===== src/rtl/rtc_bus_scheduler_if.sv =====
// Bundle of every non-clock, non-reset signal of the RTC bus scheduler.
// master: the scheduler itself (drives acks, timing commands, AD bus, read results).
// slave : the requesters, the strobe-timing generator and the AD bus pins.
//   i_*      init sequencer write request / ack
//   w_*      user register write request / ack
//   rd_now   immediate read-burst request
//   tim_*    timing generator commands and phase-complete strobe
//   bus_*    multiplexed AD bus drive, enable and read-back
//   rd_*     captured read byte, index and strobes
//   busy, timeout_err  status
interface rtc_bus_scheduler_if;
  logic       i_req;
  logic [7:0] i_addr;
  logic [7:0] i_data;
  logic       i_ack;
  logic       w_req;
  logic [7:0] w_addr;
  logic [7:0] w_data;
  logic       w_ack;
  logic       rd_now;
  logic       tim_dir;
  logic       tim_wr;
  logic       tim_rd;
  logic       tim_done;
  logic [7:0] bus_dout;
  logic       bus_oe;
  logic [7:0] bus_din;
  logic [7:0] rd_data;
  logic [3:0] rd_idx;
  logic       rd_valid;
  logic       burst_done;
  logic       busy;
  logic       timeout_err;

  modport master (
    input  i_req, i_addr, i_data, w_req, w_addr, w_data, rd_now, tim_done, bus_din,
    output i_ack, w_ack, tim_dir, tim_wr, tim_rd, bus_dout, bus_oe,
           rd_data, rd_idx, rd_valid, burst_done, busy, timeout_err
  );

  modport slave (
    output i_req, i_addr, i_data, w_req, w_addr, w_data, rd_now, tim_done, bus_din,
    input  i_ack, w_ack, tim_dir, tim_wr, tim_rd, bus_dout, bus_oe,
           rd_data, rd_idx, rd_valid, burst_done, busy, timeout_err
  );
endinterface


===== src/rtl/rtc_bus_scheduler.sv =====
// Single owner of the multiplexed RTC address/data bus. Arbitrates between the init
// sequencer, user writes and periodic/immediate time-register read bursts, and runs each
// transaction as address phase -> data phase -> one-cycle ack.
// Ports:
//   Clk  system clock
//   Rst  synchronous reset, active-low
//   sif  scheduler side (master modport) of rtc_bus_scheduler_if
module rtc_bus_scheduler #(
  parameter int unsigned REFRESH_CYC = 1000000,
  parameter logic [7:0]  RD_BASE     = 8'h21,
  parameter int unsigned RD_COUNT    = 9,
  parameter int unsigned TO_CYC      = 255
) (
  input logic                 Clk,
  input logic                 Rst,
  rtc_bus_scheduler_if.master sif
);

  localparam int unsigned RefW = (REFRESH_CYC > 1) ? $clog2(REFRESH_CYC) : 1;
  localparam int unsigned WdW  = $clog2(TO_CYC + 1);

  localparam logic [RefW-1:0] RefLast = RefW'(REFRESH_CYC - 1);
  localparam logic [WdW-1:0]  WdLast  = WdW'(TO_CYC - 1);
  localparam logic [3:0]      IdxLast = 4'(RD_COUNT - 1);

  typedef enum logic [1:0] {StIdle, StAddr, StData, StAck} state_e;
  typedef enum logic [1:0] {SrcInit, SrcUser, SrcRead} src_e;

  state_e          state_q, state_d;
  src_e            src_q, src_d;
  logic [7:0]      addr_q, addr_d;
  logic [7:0]      data_q, data_d;
  logic [3:0]      idx_q, idx_d;
  logic            rd_pend_q, rd_pend_d;
  logic [RefW-1:0] refresh_q, refresh_d;
  logic [WdW-1:0]  wdog_q, wdog_d;
  logic            tmo_q, tmo_d;          // current transaction timed out
  logic            timeout_err_q, timeout_err_d;
  logic [7:0]      rd_data_q, rd_data_d;
  // Acks of the previous cycle; a source is ineligible in the IDLE cycle after its ack.
  logic            ack_i_q, ack_w_q, ack_r_q;

  logic       i_ack_c, w_ack_c, rd_ack_c;
  logic       tim_dir_c, tim_wr_c, tim_rd_c, bus_oe_c;
  logic [7:0] bus_dout_c;
  logic [3:0] rd_idx_c;
  logic       rd_valid_c, burst_done_c;
  logic       refresh_wrap, rd_set, rd_clr;

  always_comb begin
    state_d       = state_q;
    src_d         = src_q;
    addr_d        = addr_q;
    data_d        = data_q;
    idx_d         = idx_q;
    wdog_d        = wdog_q;
    tmo_d         = tmo_q;
    timeout_err_d = timeout_err_q;
    rd_data_d     = rd_data_q;
    i_ack_c       = 1'b0;
    w_ack_c       = 1'b0;
    rd_ack_c      = 1'b0;
    tim_dir_c     = 1'b0;
    tim_wr_c      = 1'b0;
    tim_rd_c      = 1'b0;
    bus_oe_c      = 1'b0;
    bus_dout_c    = 8'h00;
    rd_idx_c      = 4'h0;
    rd_valid_c    = 1'b0;
    burst_done_c  = 1'b0;
    rd_clr        = 1'b0;

    refresh_wrap = (refresh_q == RefLast);
    refresh_d    = refresh_wrap ? '0 : refresh_q + RefW'(1);
    rd_set       = refresh_wrap | sif.rd_now;

    unique case (state_q)
      StIdle: begin
        wdog_d = '0;
        tmo_d  = 1'b0;
        if (sif.i_req && !ack_i_q) begin
          src_d   = SrcInit;
          addr_d  = sif.i_addr;
          data_d  = sif.i_data;
          state_d = StAddr;
        end else if (sif.w_req && !ack_w_q) begin
          src_d   = SrcUser;
          addr_d  = sif.w_addr;
          data_d  = sif.w_data;
          state_d = StAddr;
        end else if (rd_pend_q && !ack_r_q) begin
          src_d   = SrcRead;
          addr_d  = RD_BASE + {4'h0, idx_q};
          data_d  = 8'h00;
          state_d = StAddr;
        end
      end

      StAddr: begin
        tim_dir_c  = 1'b1;
        bus_oe_c   = 1'b1;
        bus_dout_c = addr_q;
        if (sif.tim_done) begin
          state_d = StData;
          wdog_d  = '0;
        end else if (wdog_q == WdLast) begin
          state_d       = StAck;
          tmo_d         = 1'b1;
          timeout_err_d = 1'b1;
        end else begin
          wdog_d = wdog_q + WdW'(1);
        end
      end

      StData: begin
        if (src_q == SrcRead) begin
          tim_rd_c = 1'b1;
        end else begin
          tim_wr_c   = 1'b1;
          bus_oe_c   = 1'b1;
          bus_dout_c = data_q;
        end
        if (sif.tim_done) begin
          state_d = StAck;
          if (src_q == SrcRead) rd_data_d = sif.bus_din;
        end else if (wdog_q == WdLast) begin
          state_d       = StAck;
          tmo_d         = 1'b1;
          timeout_err_d = 1'b1;
        end else begin
          wdog_d = wdog_q + WdW'(1);
        end
      end

      StAck: begin
        state_d = StIdle;
        i_ack_c = (src_q == SrcInit);
        w_ack_c = (src_q == SrcUser);
        if (src_q == SrcRead) begin
          rd_ack_c = 1'b1;
          if (tmo_q) begin
            // Abort the burst; the next one starts from the first register.
            idx_d  = 4'h0;
            rd_clr = 1'b1;
          end else begin
            rd_valid_c = 1'b1;
            rd_idx_c   = idx_q;
            if (idx_q == IdxLast) begin
              burst_done_c = 1'b1;
              idx_d        = 4'h0;
              rd_clr       = 1'b1;
            end else begin
              idx_d = idx_q + 4'h1;
            end
          end
        end
      end

      default: state_d = StIdle;
    endcase

    // A set coinciding with the burst-final clear wins so another burst follows.
    if (rd_set) begin
      rd_pend_d = 1'b1;
    end else if (rd_clr) begin
      rd_pend_d = 1'b0;
    end else begin
      rd_pend_d = rd_pend_q;
    end
  end

  always_ff @(posedge Clk) begin
    if (!Rst) begin
      state_q       <= StIdle;
      src_q         <= SrcInit;
      addr_q        <= 8'h00;
      data_q        <= 8'h00;
      idx_q         <= 4'h0;
      rd_pend_q     <= 1'b0;
      refresh_q     <= '0;
      wdog_q        <= '0;
      tmo_q         <= 1'b0;
      timeout_err_q <= 1'b0;
      rd_data_q     <= 8'h00;
      ack_i_q       <= 1'b0;
      ack_w_q       <= 1'b0;
      ack_r_q       <= 1'b0;
    end else begin
      state_q       <= state_d;
      src_q         <= src_d;
      addr_q        <= addr_d;
      data_q        <= data_d;
      idx_q         <= idx_d;
      rd_pend_q     <= rd_pend_d;
      refresh_q     <= refresh_d;
      wdog_q        <= wdog_d;
      tmo_q         <= tmo_d;
      timeout_err_q <= timeout_err_d;
      rd_data_q     <= rd_data_d;
      ack_i_q       <= i_ack_c;
      ack_w_q       <= w_ack_c;
      ack_r_q       <= rd_ack_c;
    end
  end

  assign sif.i_ack       = i_ack_c;
  assign sif.w_ack       = w_ack_c;
  assign sif.tim_dir     = tim_dir_c;
  assign sif.tim_wr      = tim_wr_c;
  assign sif.tim_rd      = tim_rd_c;
  assign sif.bus_dout    = bus_dout_c;
  assign sif.bus_oe      = bus_oe_c;
  assign sif.rd_data     = rd_data_q;
  assign sif.rd_idx      = rd_idx_c;
  assign sif.rd_valid    = rd_valid_c;
  assign sif.burst_done  = burst_done_c;
  assign sif.busy        = (state_q != StIdle);
  assign sif.timeout_err = timeout_err_q;

endmodule


===== src/flat_wrapper.sv =====
// flat-port wrapper written by rule: the top's interface ports become plain ports
module rtc_bus_scheduler_flat 
#(
  parameter int unsigned REFRESH_CYC = 1000000,
  parameter logic [7:0]  RD_BASE     = 8'h21,
  parameter int unsigned RD_COUNT    = 9,
  parameter int unsigned TO_CYC      = 255
)
  (Clk, Rst, sif_i_req, sif_i_addr, sif_i_data, sif_w_req, sif_w_addr, sif_w_data, sif_rd_now, sif_tim_done, sif_bus_din, sif_i_ack, sif_w_ack, sif_tim_dir, sif_tim_wr, sif_tim_rd, sif_bus_dout, sif_bus_oe, sif_rd_data, sif_rd_idx, sif_rd_valid, sif_burst_done, sif_busy, sif_timeout_err);
  rtc_bus_scheduler_if sif_i ();
  input logic Clk;
  input logic Rst;
  input wire logic [$bits(sif_i.i_req)-1:0] sif_i_req;
  input wire logic [$bits(sif_i.i_addr)-1:0] sif_i_addr;
  input wire logic [$bits(sif_i.i_data)-1:0] sif_i_data;
  input wire logic [$bits(sif_i.w_req)-1:0] sif_w_req;
  input wire logic [$bits(sif_i.w_addr)-1:0] sif_w_addr;
  input wire logic [$bits(sif_i.w_data)-1:0] sif_w_data;
  input wire logic [$bits(sif_i.rd_now)-1:0] sif_rd_now;
  input wire logic [$bits(sif_i.tim_done)-1:0] sif_tim_done;
  input wire logic [$bits(sif_i.bus_din)-1:0] sif_bus_din;
  output wire logic [$bits(sif_i.i_ack)-1:0] sif_i_ack;
  output wire logic [$bits(sif_i.w_ack)-1:0] sif_w_ack;
  output wire logic [$bits(sif_i.tim_dir)-1:0] sif_tim_dir;
  output wire logic [$bits(sif_i.tim_wr)-1:0] sif_tim_wr;
  output wire logic [$bits(sif_i.tim_rd)-1:0] sif_tim_rd;
  output wire logic [$bits(sif_i.bus_dout)-1:0] sif_bus_dout;
  output wire logic [$bits(sif_i.bus_oe)-1:0] sif_bus_oe;
  output wire logic [$bits(sif_i.rd_data)-1:0] sif_rd_data;
  output wire logic [$bits(sif_i.rd_idx)-1:0] sif_rd_idx;
  output wire logic [$bits(sif_i.rd_valid)-1:0] sif_rd_valid;
  output wire logic [$bits(sif_i.burst_done)-1:0] sif_burst_done;
  output wire logic [$bits(sif_i.busy)-1:0] sif_busy;
  output wire logic [$bits(sif_i.timeout_err)-1:0] sif_timeout_err;
  assign sif_i.i_req = sif_i_req;
  assign sif_i.i_addr = sif_i_addr;
  assign sif_i.i_data = sif_i_data;
  assign sif_i.w_req = sif_w_req;
  assign sif_i.w_addr = sif_w_addr;
  assign sif_i.w_data = sif_w_data;
  assign sif_i.rd_now = sif_rd_now;
  assign sif_i.tim_done = sif_tim_done;
  assign sif_i.bus_din = sif_bus_din;
  assign sif_i_ack = sif_i.i_ack;
  assign sif_w_ack = sif_i.w_ack;
  assign sif_tim_dir = sif_i.tim_dir;
  assign sif_tim_wr = sif_i.tim_wr;
  assign sif_tim_rd = sif_i.tim_rd;
  assign sif_bus_dout = sif_i.bus_dout;
  assign sif_bus_oe = sif_i.bus_oe;
  assign sif_rd_data = sif_i.rd_data;
  assign sif_rd_idx = sif_i.rd_idx;
  assign sif_rd_valid = sif_i.rd_valid;
  assign sif_burst_done = sif_i.burst_done;
  assign sif_busy = sif_i.busy;
  assign sif_timeout_err = sif_i.timeout_err;
  rtc_bus_scheduler #(.REFRESH_CYC(REFRESH_CYC), .RD_BASE(RD_BASE), .RD_COUNT(RD_COUNT), .TO_CYC(TO_CYC)) u_core (.Clk(Clk), .Rst(Rst), .sif(sif_i));
endmodule

===== config.mk =====
export PLATFORM = sky130hd
export DESIGN_NAME = rtc_bus_scheduler_flat
export DESIGN_NICKNAME = d
export VERILOG_FILES = /design/src/rtl/rtc_bus_scheduler_if.sv /design/src/rtl/rtc_bus_scheduler.sv /design/src/flat_wrapper.sv
export SDC_FILE = /design/constraint.sdc
export NUM_CORES = 1
export LEC_CHECK = 0
export ABC_AREA = 1
export ABC_CLOCK_PERIOD_IN_PS = 1700
export BUFFER_PORTS_ARGS = -buffer_cell sky130_fd_sc_hd__buf_2
export CORE_MARGIN = 2
export CORE_UTILIZATION = 30
export DETAILED_ROUTE_END_ITERATION = 7
export GPL_ROUTABILITY_DRIVEN = 0
export GPL_TIMING_DRIVEN = 0
export HOLD_SLACK_MARGIN = 0.12
export PLACE_DENSITY_LB_ADDON = 0.15
export SLEW_MARGIN = 20
export SYNTH_ARGS = -nofsm -noshare
export SYNTH_HDL_FRONTEND = slang
export SYNTH_SLANG_ARGS = --single-unit

===== constraint.sdc =====
create_clock -name Clk -period 1.7 [get_ports Clk]
set_input_delay 0.255 -clock Clk [delete_from_list [all_inputs] [get_ports Clk]]
set_output_delay 0.255 -clock Clk [all_outputs]
set_load 0.02 [all_outputs]

==> reports/summary.txt, run 1 <==
Initial Util -> 30.6%
Reg2Reg Setup Slack -> 0.11 ns
Register area share after synthesis -> 38.0%
PwrDens -> 817 nW/um^2
Total track usage -> 14.8%
Area Overhead vs Synth -> 35.7%
Slowest cell on crit path -> dfxtp_4
Synth Area per Inst -> 6.77 sq um
Yosys reg bits -> 66
LEAKAGE -> 0.00195 uW
Nets@finish -> 664
DIE HEIGHT -> 112 microns
CTS tree -> done
MaxCap Viol Count -> 0
Peak supply drop -> 0.517 mV
Largest stage delay, worst path -> 0.38 ns
Mapped cell area -> 3470 sq um
Peak Freq -> 0.582 GHz
Number of core rows -> 39
Antenna cells -> 0
CP Launch Type -> register
Fillcell total -> 1211
Post-synth top area cell -> dfxtp_1
Yosys cell types -> 35
Commonest non-fill, non-tap cell in the layout -> nand2_1
Routed len/inst -> 12.2 microns
Dpl cell area -> 4030 sq um
Synth Net Count -> 569
Synth Warn # -> 0
Period minus WS final -> 1.72 ns
Critical Path RT -> 1.44 ns
Register area -> 1330 sq um
Hold WC Path Type -> in2reg
Total number of vias -> 3476
Unrepaired setup endpoints after global routing -> yes
Chip Width -> 112 microns
Routed WL -> 9180 microns
CTS buffer count -> 9
Pin count of the biggest net entering global routing -> 11
Relative slew slack -> 60.0%
Final ANT Viol Nets -> 0
H-tree depth -> 3
Core ar. -> 11400 sq um
Most frequent cells in the layout -> nand2_1 (128), nor2_1 (69), buf_2 (60), dfxtp_1 (60), inv_1 (48)
Placed cells -> 731
Initial antenna violation count -> 0
Hold buffers post-CTS -> 0
Clock-pin slew on the worst setup and hold paths -> 0.05 ns
Longest Clk Path Bufs -> 2
Crit path max fanout -> 4
Final WS setup -> -0.0170 ns
Count of final setup violators -> 9
Synthesized instance count -> 513
First-pass GRT wire length -> 14900 microns
Setup TNS -> -0.0778 ns
Final Non-Filler Cells -> 752
Clock Skew -> 0.00436 ns
DR DRC count -> 0
Crit Path Class -> reg2out
Final slew viol count -> 0
Top post-synthesis cells by area -> dfxtp_1 (38%), nand2_1 (15%), nor2_1 (8.0%), a21oi_1 (7.9%), inv_1 (5.8%)
Hold Fails Final Rpt -> 0
Final instance area -> 4720 sq um
CTS sink count -> 66
Ports -> 76
Synth async-reset ratio -> 0%
Top_reg_cell synth -> dfxtp_1
CP endpoint kind -> primary output
Failing checks -> negative setup slack
Ratio of cells with drive above 1 in the final layout -> 28.2%
Average via count per standard cell -> 4.62
Final core utilization -> 41.5%
Multi-input logic area -> 2070 sq um
Full die area -> 12500 sq um
Cells along the critical path -> inv_6 -> ha_4 -> nand2_8 -> clkinv_4 -> nand2_1 -> a21oi_4 -> buf_6
Final Cycle Share -> 101%
Top cell type's share of synthesized area -> 38.0%
Vias in the first global route -> 3265
Worst-Margin Slew -> 0.600 ns
I/O Buffers -> 75
EDFF count, synth -> 0
DRT iter0 DRCs -> 180
Status -> complete, but fails checks
DP HPWL -> 6730 microns
DR pass1 iterations -> 4
Root buffer cell -> clkbuf_16
Worst path arrival time -> 1.46 ns
Grt total ovfl -> 0
Worst skew pair latency -> 0.33 ns
## Yosys cell counts, types with 3 or more instances
master / n
dfxtp_1: 66
clkinv_1: 3
buf_4: 3
a21oi_1: 55
inv_2: 4
nor2_1: 74
nor3_1: 6
nand2_2: 6
nand3_1: 20
nand3_2: 4
nand2_1: 135
ha_1: 10
xor2_1: 9
o21ai_0: 25
nand3b_1: 3
nor2_4: 6
nor2_2: 6
inv_1: 54
## final cells by class
cell class                      count  area share (%)
Multi-Input combinational cell    377            43.9
Sequential cell                    66            28.3
Timing Repair Buffer               83            11.2
Clock buffer                       12            5.65
Inverter                           61            5.60
Tap cell                          143            3.79
Buffer                              9            1.38
Timing Repair inverter              1           0.186
## cells by family (layout without fill, tap and decap cells)
| kind of cell | Yosys count | in the layout | share of synthesized area [%] |
|---|---|---|---|
| buf+inv | 70 | 166 | 8.35 |
| flops | 66 | 66 | 38.0 |
| simple gates | 270 | 270 | 34.6 |
| xor+xnor | 10 | 10 | 2.52 |
| fa+ha+maj | 10 | 10 | 3.60 |
| compound gates | 87 | 87 | 12.9 |
## power by group
part           internal [uW]  total, uW  switching, uW
clock                   1070       1690            617
sequential              1610       1650           49.6
combinational            208        511            304
total                   2880       3850            970
## per-stage QoR
| stage | hold WS [ns] | worst slack [ns] | total power (uW) |
|---|---|---|---|
| floorplan | 0.390 | 0.121 | 1940 |
| global placement | 0.450 | -0.135 | 2090 |
| detailed placement | 0.451 | -0.107 | 2090 |
| CTS | 0.138 | -0.0221 | 3880 |
| global route | 0.155 | -0.0762 | 4040 |
| finish | 0.145 | -0.0170 | 3850 |
## flip-flops by register name (all words and copies together) (netlist names), 2 cells and up
| signal | flops |
|---|---|
| u_core.state_q | 2 |
| u_core.data_q | 8 |
| u_core.idx_q | 4 |
| u_core.addr_q | 8 |
| u_core.wdog_q | 8 |
| u_core.src_q | 2 |
| u_core.refresh_q | 20 |
| u_core.sif.rd_data | 8 |
## worst max-delay path: cells and delay by family, from the launching register on
kind                       cells  cell delay [ns]
AOI/OAI and AO/OA              1             0.14
adders and majority gates      1             0.18
buffers and inverters          3             0.27
DFF                            1             0.38
and+or+nand+nor                2             0.15
## what timing repair did
item                                    in CTS  in global routing
gates cloned                                 2                  0
setup buffers                                4                  3
gates resized for setup                     50                 52
endpoints found under the setup margin      19                 44
pin swaps                                    2                 10
## per-layer routing
| layer | share of wire [%] | routed length [microns] | GRT usage (%) |
|---|---|---|---|
| met1 | 45 | 4170 | 18.0 |
| met5 | 0 | 0 | 0 |
| met2 | 47 | 4340 | 24.3 |
| met4 | 1.5 | 142 | 5.76 |
| met3 | 5.7 | 527 | 5.06 |
## path summary, 6_finish.rpt
| check | startpoint | to | cells past startpoint |
|---|---|---|---|
| max | u_core.state_q[0] | sif_bus_dout[1] | 7 |
| min | sif_bus_din[7] | u_core.sif.rd_data[7] | 3 |
| max reg2reg | u_core.state_q[1] | u_core.wdog_q[7] | 9 |
| min reg2reg | u_core.refresh_q[19] | u_core.refresh_q[19] | 2 |
(Power assumes the default switching activity.)
==> inputs of run 2 (changes only) <==
==> constraint.sdc (replaced) <==
create_clock -name Clk -period 1.7 [get_ports Clk]
set_input_delay 0 -clock Clk [delete_from_list [all_inputs] [get_ports Clk]]
set_output_delay 0 -clock Clk [all_outputs]
set_load 0.02 [all_outputs]
==> run 2 against run 1 <==
Net effect: the run now ends clean; flip-flop and latch count unchanged; die area did not move; wire length is 2.9% higher; clock-buffer cell count unchanged; critical endpoint is now sif_bus_dout[5]; largest power group unchanged.
==> reports/summary.txt, run 2 (same netlist as run 1, synthesis figures left out) <==
Longest Clk Path Bufs -> 2 (unchanged)
Ports -> 76 (unchanged)
Commonest non-fill, non-tap cell in the layout -> nand2_1 (unchanged)
Number of core rows -> 39 (unchanged)
Crit path max fanout -> 5 (was 4)
Core ar. -> 11400 sq um (unchanged)
Peak Freq -> 0.626 GHz (was 0.582 GHz)
Grt total ovfl -> 0 (unchanged)
Initial antenna violation count -> 0 (unchanged)
Initial Util -> 30.6% (unchanged)
Final ANT Viol Nets -> 0 (unchanged)
Final Non-Filler Cells -> 788 (was 752)
CP endpoint kind -> primary output (unchanged)
Reg2reg path depth -> 7 (was 9)
Routed WL -> 9450 microns (was 9180 microns)
Status -> completed (was complete, but fails checks)
Crit Path Class -> reg2out (unchanged)
Chip Width -> 112 microns (unchanged)
Worst path arrival time -> 1.60 ns (was 1.46 ns)
Unrepaired setup endpoints after global routing -> yes (unchanged)
PwrDens -> 802 nW/um^2 (was 817 nW/um^2)
CTS sink count -> 66 (unchanged)
Largest register FFs -> 20 (unchanged)
Area Overhead vs Synth -> 38.3% (was 35.7%)
DRT iter0 DRCs -> 156 (was 180)
Final slew viol count -> 0 (unchanged)
CP Launch Type -> register (unchanged)
Average via count per standard cell -> 4.53 (was 4.62)
Clock Skew -> 0.00505 ns (was 0.00436 ns)
Relative slew slack -> 59.5% (was 60.0%)
CTS buffer count -> 9 (unchanged)
H-tree depth -> 3 (unchanged)
Nets@finish -> 700 (was 664)
Pin count of the biggest net entering global routing -> 11 (unchanged)
Most frequent cells in the layout -> nand2_1 (133), nor2_1 (74), buf_2 (74), dfxtp_1 (63), a21oi_1 (54) (was nand2_1 (128), nor2_1 (69), buf_2 (60), dfxtp_1 (60), inv_1 (48))
Clock-pin slew on the worst setup and hold paths -> 0.05 ns (about the same)
Top reg by flops -> u_core.refresh_q (unchanged)
Placed cells -> 731 (unchanged)
Peak supply drop -> 0.542 mV (was 0.517 mV)
WHS -> 0.165 ns (was 0.145 ns)
LEAKAGE -> 0.00202 uW (was 0.00195 uW)
DP HPWL -> 6730 microns (unchanged)
Reg2Reg Setup Slack -> 0.13 ns (was 0.11 ns)
First-pass GRT wire length -> 15700 microns (was 14900 microns)
DR pass1 iterations -> 5 (was 4)
Full die area -> 12500 sq um (unchanged)
Period minus WS final -> 1.60 ns (was 1.72 ns)
Worst-Margin Slew -> 0.607 ns (was 0.600 ns)
Worst skew pair latency -> 0.33 ns (about the same)
DR DRC count -> 0 (unchanged)
Hold path depth -> 5 (was 3)
I/O Buffers -> 75 (unchanged)
Hold WC Path Type -> in2reg (unchanged)
Vias in the first global route -> 3464 (was 3265)
Final Cycle Share -> 94.0% (was 101%)
Count of final setup violators -> 0 (was 9)
Total track usage -> 15.6% (was 14.8%)
DIE HEIGHT -> 112 microns (unchanged)
CTS tree -> done (unchanged)
Slowest cell on crit path -> dfxtp_2 (was dfxtp_4)
MaxCap Viol Count -> 0 (unchanged)
Critical Path RT -> 1.70 ns (was 1.44 ns)
Root buffer cell -> clkbuf_16 (unchanged)
Antenna cells -> 0 (unchanged)
Total number of vias -> 3568 (was 3476)
Total Power -> 3860 uW (was 3850 uW)
Ratio of cells with drive above 1 in the final layout -> 21.9% (was 28.2%)
Hold Fails Final Rpt -> 0 (unchanged)
Cells along the critical path -> inv_2 -> ha_2 -> nand2_2 -> inv_4 -> nand2_1 -> a21oi_1 -> buf_2 (was inv_6 -> ha_4 -> nand2_8 -> clkinv_4 -> nand2_1 -> a21oi_4 -> buf_6)
Largest stage delay, worst path -> 0.34 ns (was 0.38 ns)
Routed len/inst -> 12.0 microns (was 12.2 microns)
==> run 2: through the flow <==
stage               setup slack, ns  setup TNS (ns)  util [%]  area [sq um]
finish                        0.102               0      42.3          4800
global route                -0.0106         -0.0151      42.3          4800
CTS                          0.0225               0      41.7          4740
detailed placement           0.0499               0      35.4          4030
global placement             0.0381               0      35.4          4030
floorplan                     0.141               0         -          3470
==> run 2: report_power, final <==
part,internal [uW],switching (uW)
sequential,1610,39.4
clock,1070,617
combinational,236,287
==> run 2: critical path, delay by kind of cell, from the launching register on <==
family	cells	cell delay, ns
DFF	1	0.34
buffers and inverters	3	0.40
and+or+nand+nor	2	0.17
adders and majority gates	1	0.22
AOI/OAI and AO/OA	1	0.14
==> run 2: worst paths after layout <==
path / from / end
setup / recovery: u_core.state_q[0] / sif_bus_dout[5]
hold / removal: sif_i_req / u_core.data_q[5]
setup reg to reg: u_core.ack_w_q / u_core.addr_q[5]
hold reg to reg: u_core.refresh_q[19] / u_core.refresh_q[19]
==> run 2: routing by layer <==
layer	routed length, microns	vias up	track usage, %
li1	-	1887	-
met1	4290	1591	18.5
met2	4420	73	26.0
met3	557	17	4.95
met4	174	0	6.26
met5	0	-	0
==> run 2: layout make-up <==
class,instances,area [sq um]
fill,1214,6570
multi-input combinational,377,1910
sequential,66,1330
timing repair buffer,119,818
clock buffer,12,267
inverter,61,233
tap,143,179
buffer,9,65.1
timing repair inverter,1,7.51
==> run 2: timing repair <==
| item | 4_1_cts | 5_1_grt |
|---|---|---|
| cloned | 0 | 1 |
| resized for setup | 5 | 17 |
| hold buffers | 43 | 0 |
| hold endpoints to repair | 34 | 0 |
| pin swaps | 0 | 1 |
| setup buffers | 0 | 1 |
| setup endpoints to repair | 9 | 47 |
==> inputs of run 3 (changes only) <==
- ABC_AREA: 1 -> not set
==> run 3 against run 2 <==
Net effect: cell count shrank 14%; via count shrank 3.4%; area after synthesis shrank 5.9%; non-clock buffer count grew 23; global-route usage grew 1.5 points; critical endpoint is now u_core.refresh_q[1]; sequential share of layout area shrank 0.29 points; power grew 6.3%; wire length grew 11%; clock power shrank 19%; synthesized cell count shrank 25%.
==> reports/summary.txt, run 3 <==
Status -> completed (unchanged)
Critical Path RT -> 1.94 ns (was 1.70 ns)
Initial antenna violation count -> 0 (unchanged)
CP endpoint kind -> register (was primary output)
CTS tree -> done (unchanged)
Relative slew slack -> 58.8% (was 59.5%)
First-pass GRT wire length -> 15500 microns (was 15700 microns)
Top cell type's share of synthesized area -> 40.4% (was 38.0%)
Final Non-Filler Cells -> 677 (was 788)
Mapped cell area -> 3270 sq um (was 3470 sq um)
LEAKAGE -> 0.00195 uW (was 0.00202 uW)
Post-synth top area cell -> dfxtp_1 (unchanged)
Full die area -> 11700 sq um (was 12500 sq um)
Ports -> 76 (unchanged)
Worst-Margin Slew -> 0.618 ns (was 0.607 ns)
Yosys reg bits -> 66 (unchanged)
Top_reg_cell synth -> dfxtp_1 (unchanged)
Routed WL -> 10500 microns (was 9450 microns)
Count of final setup violators -> 0 (unchanged)
Hold Fails Final Rpt -> 0 (unchanged)
Largest register FFs -> 20 (unchanged)
Chip Width -> 108 microns (was 112 microns)
Top reg by flops -> u_core.refresh_q (unchanged)
WHS -> 0.165 ns (about the same)
Total number of vias -> 3447 (was 3568)
Synth top cells by count -> dfxtp_1 (66), nor2_1 (41), nand2_1 (38), a21oi_1 (30), nor2b_1 (17) (was nand2_1 (135), nor2_1 (74), dfxtp_1 (66), a21oi_1 (55), inv_1 (54))
Peak Freq -> 0.605 GHz (was 0.626 GHz)
PwrDens -> 822 nW/um^2 (was 802 nW/um^2)
Grt total ovfl -> 0 (unchanged)
Synth Area per Inst -> 8.45 sq um (was 6.77 sq um)
Crit Path Class -> reg2reg (was reg2out)
Slowest cell on crit path -> or3_1 (was dfxtp_2)
Post-Synth Adder-Cell Area -> 3.83% (was 3.60%)
Ratio of cells with drive above 1 in the final layout -> 34.8% (was 21.9%)
Synth Warn # -> 0 (unchanged)
DP HPWL -> 6590 microns (was 6730 microns)
Final slew viol count -> 0 (unchanged)
Synthesized instance count -> 387 (was 513)
Post-Synth XOR/XNOR Area -> 4.02% (was 2.52%)
Placed cells -> 601 (was 731)
Total track usage -> 17.0% (was 15.6%)
Vias in the first global route -> 3219 (was 3464)
Mux cell area share after synthesis -> 0.306% (was 0%)
Unrepaired setup endpoints after global routing -> yes (unchanged)
Commonest non-fill, non-tap cell in the layout -> buf_2 (was nand2_1)
Antenna cells -> 0 (unchanged)
EDFF count, synth -> 0 (unchanged)
Period minus WS final -> 1.65 ns (was 1.60 ns)
MaxCap Viol Count -> 0 (unchanged)
DR pass1 iterations -> 4 (was 5)
Worst path arrival time -> 1.89 ns (was 1.60 ns)
DR DRC count -> 0 (unchanged)
Pin count of the biggest net entering global routing -> 12 (was 11)
DRT iter0 DRCs -> 240 (was 156)
Final Cycle Share -> 97.2% (was 94.0%)
Largest family of logic cells by synthesized area -> simple AND/OR/NAND/NOR gates (unchanged)
Top post-synthesis cells by area -> dfxtp_1 (40%), nor2_1 (4.7%), a21oi_1 (4.6%), nand2_1 (4.4%), ha_1 (3.8%) (was dfxtp_1 (38%), nand2_1 (15%), nor2_1 (8.0%), a21oi_1 (7.9%), inv_1 (5.8%))
Complex-gate fraction of the synthesized area -> 20.2% (was 12.9%)
Clock-pin slew on the worst setup and hold paths -> 0.07 ns (was 0.05 ns)
Synth Net Count -> 443 (was 569)
Crit path max fanout -> 8 (was 5)
Most common cell in the netlist -> dfxtp_1 (was nand2_1)
Worst skew pair latency -> 0.35 ns (was 0.33 ns)
Longest Clk Path Bufs -> 2 (unchanged)
Most frequent cells in the layout -> buf_2 (67), dfxtp_1 (51), dlygate4sd3_1 (40), nor2_1 (39), nand2_1 (37) (was nand2_1 (133), nor2_1 (74), buf_2 (74), dfxtp_1 (63), a21oi_1 (54))
CTS buffer count -> 9 (unchanged)
Number of core rows -> 38 (was 39)
Peak supply drop -> 0.422 mV (was 0.542 mV)
Nets@finish -> 588 (was 700)
Post-Synth Simple-Gate Area -> 27.8% (was 34.6%)
DIE HEIGHT -> 108 microns (was 112 microns)
Initial Util -> 30.4% (was 30.6%)
Synth async-reset ratio -> 0% (unchanged)
Routed len/inst -> 15.5 microns (was 12.0 microns)
Core ar. -> 10700 sq um (was 11400 sq um)
I/O Buffers -> 74 (was 75)
Average via count per standard cell -> 5.09 (was 4.53)
Root buffer cell -> clkbuf_8 (was clkbuf_16)
Cells along the critical path -> nand3_4 -> or2_2 -> or3_1 -> and3_1 (was inv_2 -> ha_2 -> nand2_2 -> inv_4 -> nand2_1 -> a21oi_1 -> buf_2)
H-tree depth -> 3 (unchanged)
Clock Skew -> 0.0103 ns (was 0.00505 ns)
Hold WC Path Type -> in2reg (unchanged)
CTS sink count -> 66 (unchanged)
Yosys cell types -> 59 (was 35)
Area Overhead vs Synth -> 52.4% (was 38.3%)
CP Launch Type -> register (unchanged)
Final ANT Viol Nets -> 0 (unchanged)
Register area share after synthesis -> 40.4% (was 38.0%)
Largest stage delay, worst path -> 0.42 ns (was 0.34 ns)
==> run 3: cell types whose count changed after synthesis, sizes merged, moves of 7 or more <==
cell / before / now
a21oi: 55 / 30
a222oi: 0 / 8
a22oi: 2 / 9
clkbuf: 1 / 12
inv: 58 / 10
nand2: 142 / 38
nand3: 25 / 13
nor2: 86 / 41
nor2b: 0 / 17
nor3: 7 / 17
o21ai: 27 / 8
xnor2: 1 / 12
==> run 3: layer usage <==
metal	global-route usage, %	vias up	share of wire [%]
met4	7.69	0	2.1
met3	4.22	17	5.0
met2	27.1	87	47
met1	21.7	1630	46
met5	0	-	0
li1	-	1713	-
==> run 3: kinds of logic (layout without fill, tap and decap cells) <==
kind of cell	count (synthesis)	in the layout
xor gates and xnor gates	15	15
muxes	1	1
buffers and inverters	28	178
and+or+nand+nor	175	175
AOI/OAI and AO/OA	92	92
DFF	66	66
adders and majority gates	10	10
==> run 3: final cells by class <==
cell class,count,area (sq um)
multi-input cells,293,2080
well taps,140,175
fillers,1075,5760
clock buffers,12,155
plain buffers,15,109
flip-flops and latches,66,1360
clock inverters,4,50.0
repair buffers,136,1000
inverters,11,48.8
==> run 3: power by group <==
part	switching [uW]	internal (uW)	leakage [uW]
Sequential	80.6	1620	0.000546
Clock	618	755	0.0000986
Combinational	521	499	0.00130
==> run 3: timing repair <==
| item | 4_1_cts | 5_1_grt |
|---|---|---|
| hold buffers | 40 | 0 |
| resized for setup | 43 | 59 |
| pin swaps | 2 | 5 |
| setup buffers | 6 | 13 |
| hold endpoints to repair | 29 | 0 |
| setup endpoints to repair | 66 | 49 |
| gates cloned | 1 | 2 |
==> run 3: per-stage QoR <==
step	utilization, %	setup TNS [ns]	total power (uW)	setup WS [ns]	area, sq um
2_1_floorplan	-	-0.00268	2160	-0.00268	3280
3_3_place_gp	35.6	-6.34	2390	-0.306	3820
3_5_place_dp	35.6	-6.61	2390	-0.318	3820
4_1_cts	43.1	-0.00598	3960	-0.00598	4630
5_1_grt	46.4	-0.113	4290	-0.0325	4980
6_report	46.4	0	4100	0.0468	4980
==> run 3: final timing paths <==
check                         from               endpoint  slack (ns)  cells after the start
max reg2reg    u_core.refresh_q[4]    u_core.refresh_q[1]        0.05                      4
min reg2reg  u_core.sif.rd_data[1]  u_core.sif.rd_data[1]        0.46                      2
max            u_core.refresh_q[4]    u_core.refresh_q[1]        0.05                      4
min                  sif_w_addr[4]       u_core.addr_q[4]        0.17                      4
==> run 3: critical path: cells and delay by family (launching register included) <==
kind	cells	cell delay, ns
DFF	1	0.41
and+or+nand+nor	4	1.14
